## src/rtl/ad7490_sample_store_if.sv

```systemverilog
`timescale 1ns/1ps
// Bus bundle for ad7490_sample_store: AD7490 frame stream in, Avalon-MM control slave.
// master = frame engine / host side, slave = sample store.
interface ad7490_sample_store_if;
   logic [15:0] asi_frame_data;
   logic        asi_frame_valid;
   logic        asi_frame_ready;
   logic [4:0]  avs_ctrl_address;
   logic        avs_ctrl_read;
   logic        avs_ctrl_write;
   logic [31:0] avs_ctrl_writedata;
   logic [3:0]  avs_ctrl_byteenable;
   logic [31:0] avs_ctrl_readdata;
   logic        avs_ctrl_waitrequest;

   modport master (
      output asi_frame_data, asi_frame_valid,
      output avs_ctrl_address, avs_ctrl_read, avs_ctrl_write,
      output avs_ctrl_writedata, avs_ctrl_byteenable,
      input  asi_frame_ready, avs_ctrl_readdata, avs_ctrl_waitrequest
   );

   modport slave (
      input  asi_frame_data, asi_frame_valid,
      input  avs_ctrl_address, avs_ctrl_read, avs_ctrl_write,
      input  avs_ctrl_writedata, avs_ctrl_byteenable,
      output asi_frame_ready, avs_ctrl_readdata, avs_ctrl_waitrequest
   );
endinterface

```

## src/rtl/ad7490_sample_store.sv

```systemverilog
`timescale 1ns/1ps
// Per-channel AD7490 sample store with fresh/overrun flags, Avalon-MM readout and IRQ.
// Build macro AD7490_AVG_EN: each slot averages 4 frames before publishing a sample.
//
// state    | meaning
// ST_IDLE  | frames accepted, CTRL write may launch a clear sweep
// ST_SWEEP | zeroing slot r_idx each cycle, frames held off
module ad7490_sample_store #(
   parameter int CH_NUM = 16,
   parameter int DATA_W = 12
) (
   input  logic                 csi_MCLK_clk,
   input  logic                 rsi_MRST_reset_n,
   ad7490_sample_store_if.slave s_if,
   output logic                 ins_irq_irq
);
   localparam int CH_W  = 4;
   localparam int SMP_W = CH_W + DATA_W;

   typedef enum logic {ST_IDLE, ST_SWEEP} state_t;

   state_t            r_state;
   logic [CH_W-1:0]   r_idx;
   logic [SMP_W-1:0]  r_smp [CH_NUM];
   logic [CH_NUM-1:0] r_fresh;
   logic [CH_NUM-1:0] r_ovr;
   logic [CH_NUM-1:0] r_mask;
   logic [31:0]       r_frame_cnt;
   logic [31:0]       r_readdata;
   logic              r_rd_pend;
   logic              r_irq;

   logic [CH_W-1:0]   w_ch;
   logic [DATA_W-1:0] w_din;
   logic              w_accept;
   logic              w_rd_first;
   logic              w_rd_clear;
   logic [CH_W-1:0]   w_rd_idx;
   logic              w_mask_wr;
   logic              w_ctrl_start;
   logic              w_store;
   logic [DATA_W-1:0] w_store_data;
   logic [31:0]       w_rd_data;

   assign w_ch         = s_if.asi_frame_data[15:12];
   assign w_din        = s_if.asi_frame_data[DATA_W-1:0];
   assign w_accept     = s_if.asi_frame_valid && (r_state == ST_IDLE);
   assign w_rd_first   = s_if.avs_ctrl_read && !r_rd_pend;
   assign w_rd_clear   = s_if.avs_ctrl_read && r_rd_pend && !s_if.avs_ctrl_address[4];
   assign w_rd_idx     = s_if.avs_ctrl_address[3:0];
   assign w_mask_wr    = s_if.avs_ctrl_write && (s_if.avs_ctrl_address == 5'd18);
   assign w_ctrl_start = s_if.avs_ctrl_write && (s_if.avs_ctrl_address == 5'd19) &&
                         s_if.avs_ctrl_byteenable[0] && s_if.avs_ctrl_writedata[0] &&
                         (r_state == ST_IDLE);

`ifdef AD7490_AVG_EN
   logic [13:0] r_acc [CH_NUM];
   logic [1:0]  r_cnt [CH_NUM];
   logic [13:0] w_acc_sum;

   assign w_acc_sum    = r_acc[w_ch] + 14'(w_din);
   assign w_store      = (r_cnt[w_ch] == 2'd3);
   assign w_store_data = w_acc_sum[13:2];
`else
   assign w_store      = 1'b1;
   assign w_store_data = w_din;
`endif

   assign s_if.asi_frame_ready      = (r_state == ST_IDLE);
   assign s_if.avs_ctrl_waitrequest = w_rd_first;
   assign s_if.avs_ctrl_readdata    = r_readdata;
   assign ins_irq_irq               = r_irq;

   always_comb begin
      w_rd_data = '0;
      if (!s_if.avs_ctrl_address[4]) begin
         w_rd_data = {r_fresh[w_rd_idx], r_ovr[w_rd_idx], 10'd0, r_smp[w_rd_idx][SMP_W-1:DATA_W],
                      4'd0, r_smp[w_rd_idx][DATA_W-1:0]};
      end else begin
         case (s_if.avs_ctrl_address[3:0])
            4'd0:    w_rd_data = 32'(r_fresh);
            4'd1:    w_rd_data = 32'(r_ovr);
            4'd2:    w_rd_data = 32'(r_mask);
            4'd3:    w_rd_data = 32'(r_state == ST_SWEEP);
            4'd4:    w_rd_data = r_frame_cnt;
            default: w_rd_data = '0;
         endcase
      end
   end

   always_ff @(posedge csi_MCLK_clk or negedge rsi_MRST_reset_n) begin
      if (!rsi_MRST_reset_n) begin
         r_state     <= ST_IDLE;
         r_idx       <= '0;
         r_fresh     <= '0;
         r_ovr       <= '0;
         r_mask      <= '0;
         r_frame_cnt <= '0;
         r_readdata  <= '0;
         r_rd_pend   <= 1'b0;
         r_irq       <= 1'b0;
         for (int i = 0; i < CH_NUM; i++) begin
            r_smp[i] <= '0;
`ifdef AD7490_AVG_EN
            r_acc[i] <= '0;
            r_cnt[i] <= '0;
`endif
         end
      end else begin
         r_rd_pend <= w_rd_first;
         r_irq     <= |(r_fresh & r_mask);
         if (w_rd_first) r_readdata <= w_rd_data;
         // Clear first so a same-cycle accept on this channel overrides it.
         if (w_rd_clear) begin
            r_fresh[w_rd_idx] <= 1'b0;
            r_ovr[w_rd_idx]   <= 1'b0;
         end
         if (w_mask_wr) begin
            if (s_if.avs_ctrl_byteenable[0]) r_mask[7:0]  <= s_if.avs_ctrl_writedata[7:0];
            if (s_if.avs_ctrl_byteenable[1]) r_mask[15:8] <= s_if.avs_ctrl_writedata[15:8];
         end
         case (r_state)
            ST_IDLE: begin
               if (w_accept) begin
                  r_frame_cnt <= r_frame_cnt + 32'd1;
`ifdef AD7490_AVG_EN
                  r_acc[w_ch] <= w_store ? 14'd0 : w_acc_sum;
                  r_cnt[w_ch] <= r_cnt[w_ch] + 2'd1;
`endif
                  if (w_store) begin
                     r_smp[w_ch]   <= {w_ch, w_store_data};
                     r_fresh[w_ch] <= 1'b1;
                     if (r_fresh[w_ch]) r_ovr[w_ch] <= 1'b1;
                  end
               end
               if (w_ctrl_start) begin
                  r_state     <= ST_SWEEP;
                  r_idx       <= '0;
                  r_frame_cnt <= '0;
               end
            end
            ST_SWEEP: begin
               r_smp[r_idx]   <= '0;
               r_fresh[r_idx] <= 1'b0;
               r_ovr[r_idx]   <= 1'b0;
`ifdef AD7490_AVG_EN
               r_acc[r_idx]   <= '0;
               r_cnt[r_idx]   <= '0;
`endif
               r_idx <= r_idx + 1'b1;
               if (r_idx == CH_W'(CH_NUM - 1)) r_state <= ST_IDLE;
            end
            default: r_state <= ST_IDLE;
         endcase
      end
   end
endmodule

```

## src/flat_wrapper.sv

```systemverilog
// flat-port wrapper written by rule: the top's interface ports become plain ports
module ad7490_sample_store_flat 
#(
   parameter int CH_NUM = 16,
   parameter int DATA_W = 12
)
  (csi_MCLK_clk, rsi_MRST_reset_n, ins_irq_irq, s_if_asi_frame_data, s_if_asi_frame_valid, s_if_avs_ctrl_address, s_if_avs_ctrl_read, s_if_avs_ctrl_write, s_if_avs_ctrl_writedata, s_if_avs_ctrl_byteenable, s_if_asi_frame_ready, s_if_avs_ctrl_readdata, s_if_avs_ctrl_waitrequest);
  ad7490_sample_store_if s_if_i ();
  input  logic csi_MCLK_clk;
  input  logic rsi_MRST_reset_n;
  output logic ins_irq_irq;
  input wire logic [$bits(s_if_i.asi_frame_data)-1:0] s_if_asi_frame_data;
  input wire logic [$bits(s_if_i.asi_frame_valid)-1:0] s_if_asi_frame_valid;
  input wire logic [$bits(s_if_i.avs_ctrl_address)-1:0] s_if_avs_ctrl_address;
  input wire logic [$bits(s_if_i.avs_ctrl_read)-1:0] s_if_avs_ctrl_read;
  input wire logic [$bits(s_if_i.avs_ctrl_write)-1:0] s_if_avs_ctrl_write;
  input wire logic [$bits(s_if_i.avs_ctrl_writedata)-1:0] s_if_avs_ctrl_writedata;
  input wire logic [$bits(s_if_i.avs_ctrl_byteenable)-1:0] s_if_avs_ctrl_byteenable;
  output wire logic [$bits(s_if_i.asi_frame_ready)-1:0] s_if_asi_frame_ready;
  output wire logic [$bits(s_if_i.avs_ctrl_readdata)-1:0] s_if_avs_ctrl_readdata;
  output wire logic [$bits(s_if_i.avs_ctrl_waitrequest)-1:0] s_if_avs_ctrl_waitrequest;
  assign s_if_i.asi_frame_data = s_if_asi_frame_data;
  assign s_if_i.asi_frame_valid = s_if_asi_frame_valid;
  assign s_if_i.avs_ctrl_address = s_if_avs_ctrl_address;
  assign s_if_i.avs_ctrl_read = s_if_avs_ctrl_read;
  assign s_if_i.avs_ctrl_write = s_if_avs_ctrl_write;
  assign s_if_i.avs_ctrl_writedata = s_if_avs_ctrl_writedata;
  assign s_if_i.avs_ctrl_byteenable = s_if_avs_ctrl_byteenable;
  assign s_if_asi_frame_ready = s_if_i.asi_frame_ready;
  assign s_if_avs_ctrl_readdata = s_if_i.avs_ctrl_readdata;
  assign s_if_avs_ctrl_waitrequest = s_if_i.avs_ctrl_waitrequest;
  ad7490_sample_store #(.CH_NUM(CH_NUM), .DATA_W(DATA_W)) u_core (.csi_MCLK_clk(csi_MCLK_clk), .rsi_MRST_reset_n(rsi_MRST_reset_n), .s_if(s_if_i), .ins_irq_irq(ins_irq_irq));
endmodule
```

## config.mk

```make
export PLATFORM = sky130hd
export DESIGN_NAME = ad7490_sample_store_flat
export DESIGN_NICKNAME = d
export VERILOG_FILES = /design/src/rtl/ad7490_sample_store_if.sv /design/src/rtl/ad7490_sample_store.sv /design/src/flat_wrapper.sv
export SDC_FILE = /design/constraint.sdc
export NUM_CORES = 1
export LEC_CHECK = 0
export CAP_MARGIN = 0
export CORE_MARGIN = 2
export CORE_UTILIZATION = 25
export CTS_BUF_LIST = sky130_fd_sc_hd__clkbuf_16
export DETAILED_ROUTE_END_ITERATION = 10
export PLACE_DENSITY = 0.39
export SETUP_SLACK_MARGIN = 0.2
export SKIP_LAST_GASP = 1
export SYNTH_ARGS = -nofsm -noshare
export SYNTH_HDL_FRONTEND = slang
export SYNTH_SLANG_ARGS = --single-unit
```

## constraint.sdc

```tcl
create_clock -name csi_MCLK_clk -period 3.9 [get_ports csi_MCLK_clk]
set_input_delay 0.78 -clock csi_MCLK_clk [delete_from_list [all_inputs] [get_ports csi_MCLK_clk]]
set_output_delay 0.78 -clock csi_MCLK_clk [all_outputs]
set_load 0.005 [all_outputs]
```

### Word-level counts from Yosys, hierarchy flattened

Cells that the tools add are included.

| cells by class | value |
|---|---|
| add/sub/neg operators | 2 |
| $mul | 0 |
| div/mod/pow operators | 0 |
| magnitude comparators | 11 |
| eq/ne operators | 9 |
| shifts and indexed selects | 0 |
| muxes and demuxes | 38 |
| bitwise gates (word level) | 15 |
| reduce and logical (&&, ||, !) cells | 22 |

Operator list:

| kind | number |
|---|---|
| case mux 256 bit (2 select lines) | 1 |
| AND 256 bit | 1 |
| bitwise mux 256 bit | 1 |
| 2-to-1 mux 256 bit | 1 |
| NOT 256 bit | 1 |
| case mux 32 bit (5 select lines) | 1 |
| 2-to-1 mux 16 bit | 9 |
| demux 16 bit (select 4 bit) | 2 |
| 2-to-1 mux 32 bit | 3 |
| AND 16 bit | 5 |
| binary-select mux 16 bit (select 4 bit) | 1 |
| case mux 16 bit (2 select lines) | 2 |
| adder 32 x 1 -> 32 bit, second input constant | 1 |
| NOT 16 bit | 2 |
| OR 16 bit | 2 |
| OR reduction 16 bit | 1 |
| greater-or-equal comparator 5 bit, second input constant | 3 |
| less-than comparator 4 x 5 -> 1 bit, second input constant | 3 |
| NOT 4 -> 5 bit | 3 |
| logical AND 1 bit | 14 |
| binary-select mux 1 bit (select 4 bit) | 3 |
| demux 1 bit (select 4 bit) | 3 |
| greater-or-equal comparator 4 x 1 -> 1 bit, second input constant | 3 |
| == test 5 bit, second input constant | 2 |
| 16 further kinds | 29 |

| storage, ports and cells | value |
|---|---|
| register bits | 375 |
| bits in latches | 0 |
| memory bits (writable) | 0 |
| bits in read-only memories | 0 |
| bits of input ports | 62 |
| output and inout port bits | 35 |
| word-level logic and storage cells | 123 |
| memories | 0 |

### Logic depth before layout (Yosys ltp)

Gate-level depths: netlist of run 1.

| depth | value |
|---|---|
| word-level depth | 11 |
| gate-level depth with buffers | 9 |
| depth with buffers taken out | 7 |

### Worst setup path after synthesis of run 1

OpenSTA, ideal clock, no wires.

| path | value |
|---|---|
| path type | input-to-reg |
| start | in s_if_avs_ctrl_address[0] |
| end | reg u_core.r_readdata[1], in the netlist u_core.s_if.avs_ctrl_readdata[1] |
| setup time | 131 ps |
| arrival | 2256 ps |
| data required time | 3769 ps |
| slack | 1513 ps |
| stages | 6 |
| path buffers | 3 |
| cell sequence | buf_2 buf_2 buf_2 mux4_2 a22oi_1 nand3_1 |

| between the ends | value |
|---|---|
| word-level cells in the longest chain between the ends | 5 |
| elaborated cells on any way between the ends | 11 |
| those cells by class | eq/ne (4); mux (5); bitwise (1); reduce/logical (1) |

RTL lines:

| element | line | source |
|---|---|---|
| start: declaration | flat_wrapper.sv:14 | `input wire logic [$bits(s_if_i.avs_ctrl_address)-1:0] s_if_avs_ctrl_address;` |
| NOT 4 -> 5 bit (implied by the code) | ad7490_sample_store.sv:78 | `4'd0, r_smp[w_rd_idx][DATA_W-1:0]};` |
| binary-select mux 16 bit (select 4 bit) | ad7490_sample_store.sv:78 |  |
| 2-to-1 mux 16 bit (2 in a row) | -- |  |
| 2-to-1 mux 32 bit * | ad7490_sample_store.sv:76 | `if (!s_if.avs_ctrl_address[4]) begin` |
| end signal: assignment | ad7490_sample_store.sv:112 | `if (w_rd_first) r_readdata <= w_rd_data;` |
| end: declaration | ad7490_sample_store.sv:29 | `logic [31:0] r_readdata;` |

Every way passes the cells marked *; elsewhere a longest branch is shown, timed or not. The select of a mux whose other input is x is not followed.
A chain may end at the register's enable or synchronous reset.

### Worst setup path in the final report of run 1

| path | value |
|---|---|
| start | reg u_core.r_state |
| end | out s_if_asi_frame_ready |

| between the ends | value |
|---|---|
| word-level cells in the longest chain between the ends | 1 |

RTL lines:

| element | line | source |
|---|---|---|
| start: declaration | ad7490_sample_store.sv:22 | `state_t r_state;` |
| start signal: assignment | ad7490_sample_store.sv:93 | `r_state <= ST_IDLE;` |
| start signal: assignment | ad7490_sample_store.sv:137 | `r_state <= ST_SWEEP;` |
| start signal: assignment | ad7490_sample_store.sv:151 | `if (r_idx == CH_W'(CH_NUM - 1)) r_state <= ST_IDLE;` |
| NOT 1 bit (no source line) | -- |  |
| end: declaration | flat_wrapper.sv:19 | `output wire logic [$bits(s_if_i.asi_frame_ready)-1:0] s_if_asi_frame_ready;` |

No other way between the ends.

==> results of run 1 <==
-- sequential cells by signal, indices dropped and copies added (netlist names), 4 cells and up --
register                       count
u_core.r_frame_cnt                32
u_core.r_fresh                    16
u_core.r_idx                       4
u_core.r_mask                     16
u_core.r_ovr                      16
u_core.r_smp                     256
u_core.s_if.avs_ctrl_readdata     32
-- power groups by stage --
stage / clock [mW] / combinational, mW / sequential (mW)
2_1_floorplan: 0 / 1.90 / 5.60
3_3_place_gp: 0 / 2.67 / 6.01
3_5_place_dp: 0 / 2.71 / 6.04
4_1_cts: 4.15 / 2.73 / 5.97
5_1_grt: 4.30 / 3.03 / 6.12
6_report: 4.05 / 2.70 / 5.99
-- final timing paths --
check / endpoint / slack [ns] / depth (start not counted)
min: u_core.r_mask[14]$_DFFE_PN0P_ / 0.24 / 1
max in group asynchronous: u_core.r_smp[237]$_DFFE_PN0P_ / 2.74 / 2
min reg2reg: u_core.r_smp[30]$_DFFE_PN0P_ / 0.47 / 2
max: s_if_asi_frame_ready / 0.48 / 2
min in group csi_MCLK_clk: u_core.r_smp[30]$_DFFE_PN0P_ / 0.47 / 2
max reg2reg: u_core.r_ovr[0]$_DFF_PN0_ / 1.18 / 5
-- logic make-up after synthesis --
kind of cell | count (synthesis)
flops | 375
buf+inv | 163
fa+ha+maj | 5
simple gates | 721
mux | 132
compound gates | 376
xor+xnor | 19
-- cells in the final DEF, fill, tap and decap left out, drive strengths merged, types with 47 or more instances in the layout --
cell type,synthesis,routed
nand3,134,134
a21oi,63,63
clkbuf,92,47
nand2,273,273
mux4,56,56
mux2i,56,56
dfrtp,375,375
o21ai,171,171
clkdlybuf4s50,0,73
buf,39,90
nor2,111,111
-- per-layer routing --
layer / vias up / GRT usage (%) / routed length (um)
met1: 7458 / 26.97 / 33240
met4: 0 / 4.817 / 1484
met2: 408 / 30.62 / 33330
met3: 89 / 2.982 / 3734
met5: - / 0 / 0
li1: 6579 / - / -
-- worst max-delay path: cells and delay by family (launching register included) --
| kind | cells | cell delay (ns) |
|---|---|---|
| flip-flops | 1 | 0.97 |
| buffers and inverters | 2 | 1.06 |
-- metrics by stage --
stage	power, mW	util [%]	cells	setup WS, ns
floorplan	7.502	-	1791	1.513
global placement	8.675	28.42	2773	0.4041
detailed placement	8.751	28.42	2773	0.3522
CTS	12.85	30.34	2849	0.4583
global route	13.45	30.34	2849	0.4137
finish	12.74	30.35	2850	0.4752
-- final cells by class --
cell class                      count  area, um2
Fill cell                        7445      49960
Sequential cell                   375       9385
Multi-Input combinational cell   1253       8148
Timing Repair Buffer              163       1548
Tap cell                          950       1189
Clock buffer                       47       1176
Clock inverter                     29      198.9
Inverter                           32      120.1
Antenna cell                        1      2.502
==> impl_metrics.csv, run 1 <==
group,metric,value,unit
status,result_of_the_run,"completed",
drt,drtAntennaViolNets,0,
drt,detail_route.wl_per_cell,25.19,um
critical_path,cpMaxStageDelayCell,"sky130_fd_sc_hd__dfrtp_2",
critical_path,critical_path.endpoint_type,"primary output",
placement,post-dp-hpwl,48.37,mm
clock_tree,clk-insertion-delay-late,0.58,ns
placement,port-buffer-count,78,
placement,gp_congestion,0.8405,
power_and_ir_drop,power.share.clock,31.8,%
power_and_ir_drop,power.combinational.fraction,21.2,%
synthesis,asyncSetResetFlopFracSynth,100.0,%
power_and_ir_drop,seq_power_share,47.0,%
critical_path,r2r-start,"u_core.r_state$_DFF_PN0_",
power_and_ir_drop,power_switching,4.028,mW
timing,max-slew-margin-rel,25.04,%
synthesis,synth_top_family_by_area,"simple AND/OR/NAND/NOR gates",
timing,final_period_minus_worst_setup_slack,3.425,ns
grt,grt_max_degree,92,
timing,clock_skew_after_layout,0.02127,ns
synthesis,post-synth-top-count-cell,"sky130_fd_sc_hd__dfrtp_1",
power_and_ir_drop,cell_internal_pwr,8.712,mW
run,maxCapViolations,0,
clock_tree,cts_tree,"built",
drt,drt_first_iter_violations,1338,
floorplanning,die_w,273.6,um
timing,rsz0062_at_grt,"false",
synthesis,postSynthNetCount,1858,
synthesis,postSynthRegisterBits,375,
synthesis,yosys_warnings,0,
layout,drive_gt1_share,13.01,%
critical_path,crit_path_max_incr_delay,0.97,ns
power_and_ir_drop,irDropWorstVdd,293.8,uV
clock_tree,clock-root-buffer,"sky130_fd_sc_hd__clkbuf_16",
power_and_ir_drop,p_per_area,585.3,mW/mm2
floorplanning,floorplan.core_area,0.07173,mm2
timing,totalNegativeSetupSlack,0,ns
timing,timing_max_transition_violations_final,0,
timing,timing.final.setup_violations,0,
synthesis,yosys.area_share.simple,19.30,%
clock_tree,cts-buffers-inserted,46,
power_and_ir_drop,lkg_pwr,9.422,nW
critical_path,worstPathArrival,2.64,ns
synthesis,synth_top_cell_by_area,"sky130_fd_sc_hd__dfrtp_1",
critical_path,startpoint,"u_core.r_state$_DFF_PN0_",
synthesis,synth-compound-area-share,12.85,%
floorplanning,start_util,25.34,%
floorplanning,placement_rows,98,
clock_tree,clk_path_buf_depth,3,
synthesis,yosys.area_share.xor_xnor,0.9156,%
clock_tree,cts.clk_slew.worst_paths,0.06,ns
layout,design.final.nets,1938,
critical_path,cp_max_fo,36,
drt,finalWirelength,71.78,mm
timing,finalHoldWorstSlack,0.2384,ns
clock_tree,clock_tree.htree_level_count,2,
synthesis,netlist_top_cells_count,"sky130_fd_sc_hd__dfrtp_1, sky130_fd_sc_hd__nand2_1, sky130_fd_sc_hd__o21ai_0",
grt,grt_util_all_layers,19.15,%
timing,timing.fmax,0.2920,GHz
hold_path,min-delay-path-class,"input pin to async pin",
timing,timing.final.crit_share,87.81,%
synthesis,synthCells,1791,
clock_tree,post_cts_buffers,0,
synthesis,synthFlopType,"sky130_fd_sc_hd__dfrtp_1",
grt,grt.overflow.total,0,
power_and_ir_drop,power.share.switching,31.61,%
floorplanning,die_y,273.6,um
synthesis,syn_avg_cell_area,10.15,um2
grt,number_of_antenna_violations_at_the_first_check_in_global_routing,3,
drt,remaining_drc_errors,0,
drt,vias_per_cell,5.100,
grt,grt_first_pass_wirelength,104.4,mm
clock_tree,hold_buffers,0,
clock_tree,ctsResizeCount,0,
floorplanning,number_of_top_level_pins,97,
timing,final_hold_violation_count,0,
synthesis,synth_edf_count,0,
synthesis,muxShareOfSynthArea,11.26,%
synthesis,yosysUniqueCellTypes,66,
critical_path,critical_path.startpoint_type,"register",
floorplanning,dieArea,0.07487,mm2
placement,place_area,0.02039,mm2
drt,drtPass1Iterations,7,
synthesis,synth_area_leaders,"sky130_fd_sc_hd__dfrtp_1, sky130_fd_sc_hd__mux4_2, sky130_fd_sc_hd__nand2_1",
layout,area_growth_syn_to_layout,19.76,%
synthesis,synth.top_cell.area_share,51.63,%
critical_path,cp_cell_sequence,"inv_2 > clkdlybuf4s50_1",
synthesis,synth_area,0.01817,mm2
critical_path,cp_data_required_time,3.12,ns
drt,detailroute.via_count,14530,
grt,vias_in_the_first_global_route,14490,
synthesis,synth-seq-area-share,51.63,%
synthesis,synth_fa_ha_area_share,0.3442,%
clock_tree,clkSinkCount,375,
critical_path,start_to_end_type_of_the_worst_setup_path,"register to primary output",
timing,tightestPinTransition,1.124,ns
layout,postLayoutCellArea,0.02177,mm2
No activity file was read; power rests on OpenSTA's default activity.
==> run 2, diff against run 1 <==
- CTS_BUF_LIST: sky130_fd_sc_hd__clkbuf_16 -> sky130_fd_sc_hd__clkbuf_2
==> run 2 against run 1 <==
Net effect:
- clock skew up 0.087 ns
- utilization down 0.67 points
- cell count up 3.5%
- non-clock buffer count up 1
- fmax down 2.1%
- final area down 2.2%
- global-route usage up 0.30 points
- first-iteration DRC count up 0.52%
- worst setup slack worse by 0.074 ns
- critical path depth unchanged
- register-to-register slack better by 0.18 ns
==> impl_metrics.csv, run 2 (same netlist as run 1, synthesis figures left out) <==
group,metric,value,unit
layout,largest_reg_flops,256,
layout,final_cell_count_no_fill,2951,
critical_path,reg_to_reg_critical_path_endpoint,"u_core.r_smp[222]$_DFFE_PN0P_",
critical_path,critical_path.endpoint_type,"primary output",
clock_tree,cts-buffers-inserted,107,
critical_path,worstPathArrival,2.72,ns
timing,timing.final.crit_share,89.72,%
layout,drive_gt1_share,17.30,%
critical_path,cp_max_fo,36,
drt,drtPass1Iterations,6,
critical_path,r2r_setup_slack,1.36,ns
drt,drtAntennaViolNets,0,
floorplanning,start_util,25.34,%
clock_tree,cts_tree,"built",
grt,vias_in_the_first_global_route,14990,
layout,final_common_cell,"sky130_fd_sc_hd__dfrtp_1",
critical_path,cp-endpoint,"s_if_asi_frame_ready",
placement,port-buffer-count,78,
timing,worst_slack_setup_final,0.4010,ns
clock_tree,clock-root-buffer,"sky130_fd_sc_hd__clkbuf_2",
hold_path,min-delay-path-class,"input pin to register",
power_and_ir_drop,lkg_pwr,9.370,nW
drt,finalWirelength,72.67,mm
critical_path,startpoint,"u_core.r_state$_DFF_PN0_",
power_and_ir_drop,irDropWorstVdd,167.7,uV
timing,timing.final.setup_violations,0,
grt,grt_max_degree,92,
timing,timing_max_transition_violations_final,0,
status,result_of_the_run,"completed",
clock_tree,cts.clk_slew.worst_paths,0.10,ns
timing,totalNegativeSetupSlack,0,ns
floorplanning,number_of_top_level_pins,97,
drt,vias_per_cell,5.070,
floorplanning,die_w,273.6,um
critical_path,critical_path.startpoint_type,"register",
clock_tree,clkSinkCount,375,
timing,max-slew-margin-rel,24.81,%
timing,timing.fmax,0.2858,GHz
grt,grt.overflow.total,0,
drt,drt_first_iter_violations,1345,
timing,tightestPinTransition,1.128,ns
power_and_ir_drop,p_per_area,541.4,mW/mm2
clock_tree,clk_path_buf_depth,3,
placement,post-dp-hpwl,48.37,mm
layout,design.final.nets,2000,
floorplanning,placement_rows,98,
clock_tree,clock_tree.htree_level_count,3,
drt,remaining_drc_errors,0,
placement,gp_congestion,0.8405,
timing,final_hold_violation_count,0,
power_and_ir_drop,design_power_total,11.52,mW
floorplanning,floorplan.core_area,0.07173,mm2
placement,post-place-cells,2773,
floorplanning,die_y,273.6,um
drt,detailroute.via_count,14960,
placement,dp_slack,0.3522,ns
timing,rsz0062_at_grt,"false",
critical_path,r2r-start,"u_core.r_state$_DFF_PN0_",
critical_path,cp_data_required_time,3.12,ns
floorplanning,dieArea,0.07487,mm2
timing,clock_skew_after_layout,0.1085,ns
grt,number_of_antenna_violations_at_the_first_check_in_global_routing,5,
run,maxCapViolations,0,
grt,grt_util_all_layers,19.46,%
layout,regMostFlops,"u_core.r_smp",
clock_tree,clk-insertion-delay-late,1.18,ns
drt,detail_route.wl_per_cell,24.63,um
layout,area_growth_syn_to_layout,17.11,%
grt,grt_first_pass_wirelength,105.7,mm
critical_path,reg2reg_depth,4,
layout,final_cell_mix,"sky130_fd_sc_hd__dfrtp_1, sky130_fd_sc_hd__nand2_1, sky130_fd_sc_hd__o21ai_0",
timing,final_period_minus_worst_setup_slack,3.499,ns
critical_path,start_to_end_type_of_the_worst_setup_path,"register to primary output",
==> run 2: final cells by class <==
cell class	count	area, um2
diodes	7	17.52
clock buffers	145	725.7
clock inverters	25	135.1
fillers	7607	50450
inverters	32	125.1
multi-input cells	1253	8148
flip-flops and latches	375	9388
well taps	950	1189
repair buffers	164	1558
==> run 2: worst max-delay path: stages (launching register included) <==
cell,delay (ns)
sky130_fd_sc_hd__dfrtp_4,0.71
sky130_fd_sc_hd__inv_6,0.28
sky130_fd_sc_hd__clkdlybuf4s50_1,0.57
==> run 2: worst min path at each step <==
| stage | start | depth (start not counted) | slack (ns) | to |
|---|---|---|---|---|
| 2_1_floorplan | u_core.r_smp[127]$_DFFE_PN0P_ | 2 | 0.44 | u_core.r_smp[127]$_DFFE_PN0P_ |
| 3_3_place_gp | u_core.r_smp[204]$_DFFE_PN0P_ | 2 | 0.45 | u_core.r_smp[204]$_DFFE_PN0P_ |
| 3_5_place_dp | u_core.r_smp[93]$_DFFE_PN0P_ | 2 | 0.46 | u_core.r_smp[93]$_DFFE_PN0P_ |
| 4_1_cts | s_if_avs_ctrl_writedata[4] | 2 | 0.1 | u_core.r_mask[4]$_DFFE_PN0P_ |
| 5_1_grt | s_if_avs_ctrl_writedata[4] | 2 | 0.10 | u_core.r_mask[4]$_DFFE_PN0P_ |
| 6_report | s_if_avs_ctrl_writedata[4] | 2 | 0.25 | u_core.r_mask[4]$_DFFE_PN0P_ |
==> run 2: metrics by stage <==
stage	area [um2]	utilization, %	hold WS (ns)
finish	21290	29.67	0.2488
global route	21280	29.67	0.1002
CTS	21270	29.65	0.09794
detailed placement	20390	28.42	0.4604
global placement	20390	28.42	0.4545
floorplan	18170	-	0.4416
==> run 2: where the power goes <==
part	leakage, nW	total [mW]	switching (mW)	internal, mW
sequential	4.67	5.98	0.972	5.01
combinational	4.03	2.70	1.36	1.34
clock	0.672	2.84	1.77	1.06
total	9.37	11.5	4.11	7.41
==> run 2: timing repair <==
action / 4_1_cts / 5_1_grt
resized for setup: 3 / 0
endpoints found under the setup margin: 1 / 0
hold buffers: 1 / 0
buffers inserted: 0 / 0
endpoints found under the hold margin: 84 / 0
==> run 2: per-layer routing <==
metal | vias to the layer above | global-route usage (%) | routed length (um)
met5 | - | 0 | 0
met4 | 0 | 5.766 | 1493
met3 | 101 | 4.044 | 4195
met2 | 476 | 30.66 | 33610
met1 | 7616 | 26.80 | 33370
li1 | 6769 | - | -
==> run 3, diff against run 2 <==
- CTS_BUF_LIST: sky130_fd_sc_hd__clkbuf_2 -> unset
- PLACE_DENSITY: 0.39 -> unset
==> run 3 against run 2 <==
Net effect:
- non-clock buffer count is 25 lower
- worst hold slack worse by 0.062 ns
- sequential power about the same
- final area grew 1.9%
- sequential share of layout area is 0.84 points lower
- combinational power shrank 2%
- wire length shrank 13%
- via count fell by 0.34%
- critical path depth rose by 3
- die area stayed put
- critical path type is now input pin to primary output
==> impl_metrics.csv, run 3 (same netlist as run 1, synthesis figures left out) <==
group,metric,value,unit
timing,rsz0062_at_grt,"false",
power_and_ir_drop,lkg_pwr,9.333,nW
clock_tree,cts-buffers-inserted,44,
layout,regMostFlops,"u_core.r_smp",
placement,post-place-cells,2749,
critical_path,critical_path.endpoint_type,"primary output",
placement,place_area,0.02013,mm2
critical_path,cpMaxStageDelayCell,"sky130_fd_sc_hd__clkdlybuf4s50_1",
clock_tree,clkSinkCount,375,
layout,design.final.nets,1912,
power_and_ir_drop,power.share.switching,30.62,%
status,result_of_the_run,"completed",
floorplanning,number_of_top_level_pins,97,
clock_tree,cts_tree,"built",
clock_tree,clock_tree.htree_level_count,2,
timing,totalNegativeSetupSlack,0,ns
placement,post-dp-hpwl,41.99,mm
critical_path,r2r-start,"u_core.r_state$_DFF_PN0_",
clock_tree,post_cts_buffers,0,
timing,timing_max_transition_violations_final,0,
drt,drtPass1Iterations,6,
timing,final_hold_violation_count,0,
grt,vias_in_the_first_global_route,14920,
timing,clock_skew_after_layout,0.02330,ns
layout,area_growth_syn_to_layout,19.37,%
floorplanning,dieArea,0.07487,mm2
power_and_ir_drop,p_per_area,601.5,mW/mm2
grt,grt_max_degree,80,
critical_path,crit_family,"buffers and inverters",
critical_path,cp_data_required_time,3.12,ns
timing,finalHoldWorstSlack,0.1866,ns
timing,tightestPinTransition,1.351,ns
placement,port-buffer-count,78,
power_and_ir_drop,cell_internal_pwr,9.053,mW
critical_path,critical-path-top-cell-by-count,"sky130_fd_sc_hd__clkdlybuf4s50_1",
drt,finalWirelength,63.10,mm
layout,postLayoutCellArea,0.02169,mm2
layout,final_common_cell,"sky130_fd_sc_hd__dfrtp_1",
drt,remaining_drc_errors,0,
power_and_ir_drop,irDropWorstVdd,313.3,uV
grt,grt_util_all_layers,16.83,%
clock_tree,hold_buffers,0,
timing,timing.fmax,0.3157,GHz
layout,largest_reg_flops,256,
layout,final_cell_count_no_fill,2830,
drt,vias_per_cell,5.269,
floorplanning,placement_rows,98,
grt,number_of_antenna_violations_at_the_first_check_in_global_routing,4,
critical_path,cp_max_fo,16,
critical_path,crit_path_max_incr_delay,0.60,ns
critical_path,worstPathArrival,2.39,ns
clock_tree,clock-root-buffer,"sky130_fd_sc_hd__clkbuf_16",
floorplanning,die_y,273.6,um
clock_tree,clk-insertion-delay-late,0.60,ns
layout,final_cell_mix,"sky130_fd_sc_hd__dfrtp_1, sky130_fd_sc_hd__nand2_1, sky130_fd_sc_hd__o21ai_0",
run,maxCapViolations,0,
grt,grt_first_pass_wirelength,95.47,mm
critical_path,critical_path.startpoint_type,"input pin",
timing,timing.final.setup_violations,0,
power_and_ir_drop,seq_power_share,45.6,%
layout,drive_gt1_share,12.83,%
power_and_ir_drop,power.combinational.fraction,20.3,%
floorplanning,die_w,273.6,um
drt,detailroute.via_count,14910,
clock_tree,cts.clk_slew.worst_paths,0.05,ns
timing,timing.final.crit_share,81.21,%
hold_path,min-delay-path-class,"input pin to async pin",
power_and_ir_drop,power_switching,3.996,mW
floorplanning,floorplan.core_area,0.07173,mm2
drt,detail_route.wl_per_cell,22.30,um
placement,gp_congestion,0.8992,
power_and_ir_drop,design_power_total,13.05,mW
drt,drt_first_iter_violations,1988,
clock_tree,clk_path_buf_depth,3,
timing,max-slew-margin-rel,9.266,%
timing,final_period_minus_worst_setup_slack,3.167,ns
clock_tree,ctsResizeCount,0,
critical_path,start_to_end_type_of_the_worst_setup_path,"input pin to primary output",
power_and_ir_drop,power.share.clock,34.0,%
floorplanning,start_util,25.34,%
critical_path,startpoint,"s_if_avs_ctrl_read",
grt,grt.overflow.total,0,
critical_path,cp_cell_sequence,"clkdlybuf4s50_1 > nand2b_2 > buf_4 > inv_1 > clkdlybuf4s50_1",
drt,drtAntennaViolNets,0,
critical_path,critical_path_buf_inv_count,4,
==> run 3: per-stage QoR <==
stage          worst slack [ns]  utilization, %
6_report                 0.7327           30.24
2_1_floorplan             1.513               -
3_5_place_dp             0.5640           28.07
4_1_cts                  0.7363           30.24
3_3_place_gp             0.6188           28.07
5_1_grt                  0.7017           30.24
==> run 3: area by class of cell <==
class,count,area [um2]
clock inverters,22,315.3
clock buffers,58,1244
inverters,32,120.1
well taps,950,1189
repair buffers,139,1305
flip-flops and latches,375,9385
fillers,7357,50040
multi-input cells,1253,8134
diodes,1,2.502
==> run 3: path summary, 6_finish.rpt <==
check	to	slack (ns)	depth (start not counted)
min in group csi_MCLK_clk	u_core.r_smp[190]$_DFFE_PN0P_	0.48	1
hold reg to reg	u_core.r_smp[190]$_DFFE_PN0P_	0.48	1
setup reg to reg	u_core.r_smp[91]$_DFFE_PN0P_	1.04	5
hold / removal	u_core.r_mask[5]$_DFFE_PN0P_	0.19	1
setup / recovery	s_if_avs_ctrl_waitrequest	0.73	5
max in group asynchronous	u_core.r_smp[253]$_DFFE_PN0P_	2.79	2
==> run 3: worst reg2reg max path, delay by kind of cell, from the launching register on <==
kind                   cells  cell delay [ns]
buffers and inverters      2             0.79
flip-flops                 1             0.67
AO/OA/AOI/OAI              1             0.30
AND/OR/NAND/NOR            2             1.00
==> run 3: power by group through the flow <==
stage                     Combinational (mW)  Clock (mW)  Sequential [mW]
after floorplan                         1.90           0             5.60
after global placement                  2.56           0             5.91
after detailed placement                2.64           0             5.99
after CTS                               2.66        4.51             5.92
after global routing                    2.95        4.69             6.07
final                                   2.65        4.44             5.96
==> run 3: routing by layer <==
metal | global-route usage, % | routed length (um)
met1 | 22.93 | 26360
met2 | 25.54 | 27760
met3 | 3.123 | 5743
met4 | 8.139 | 3070
met5 | 1.155 | 164
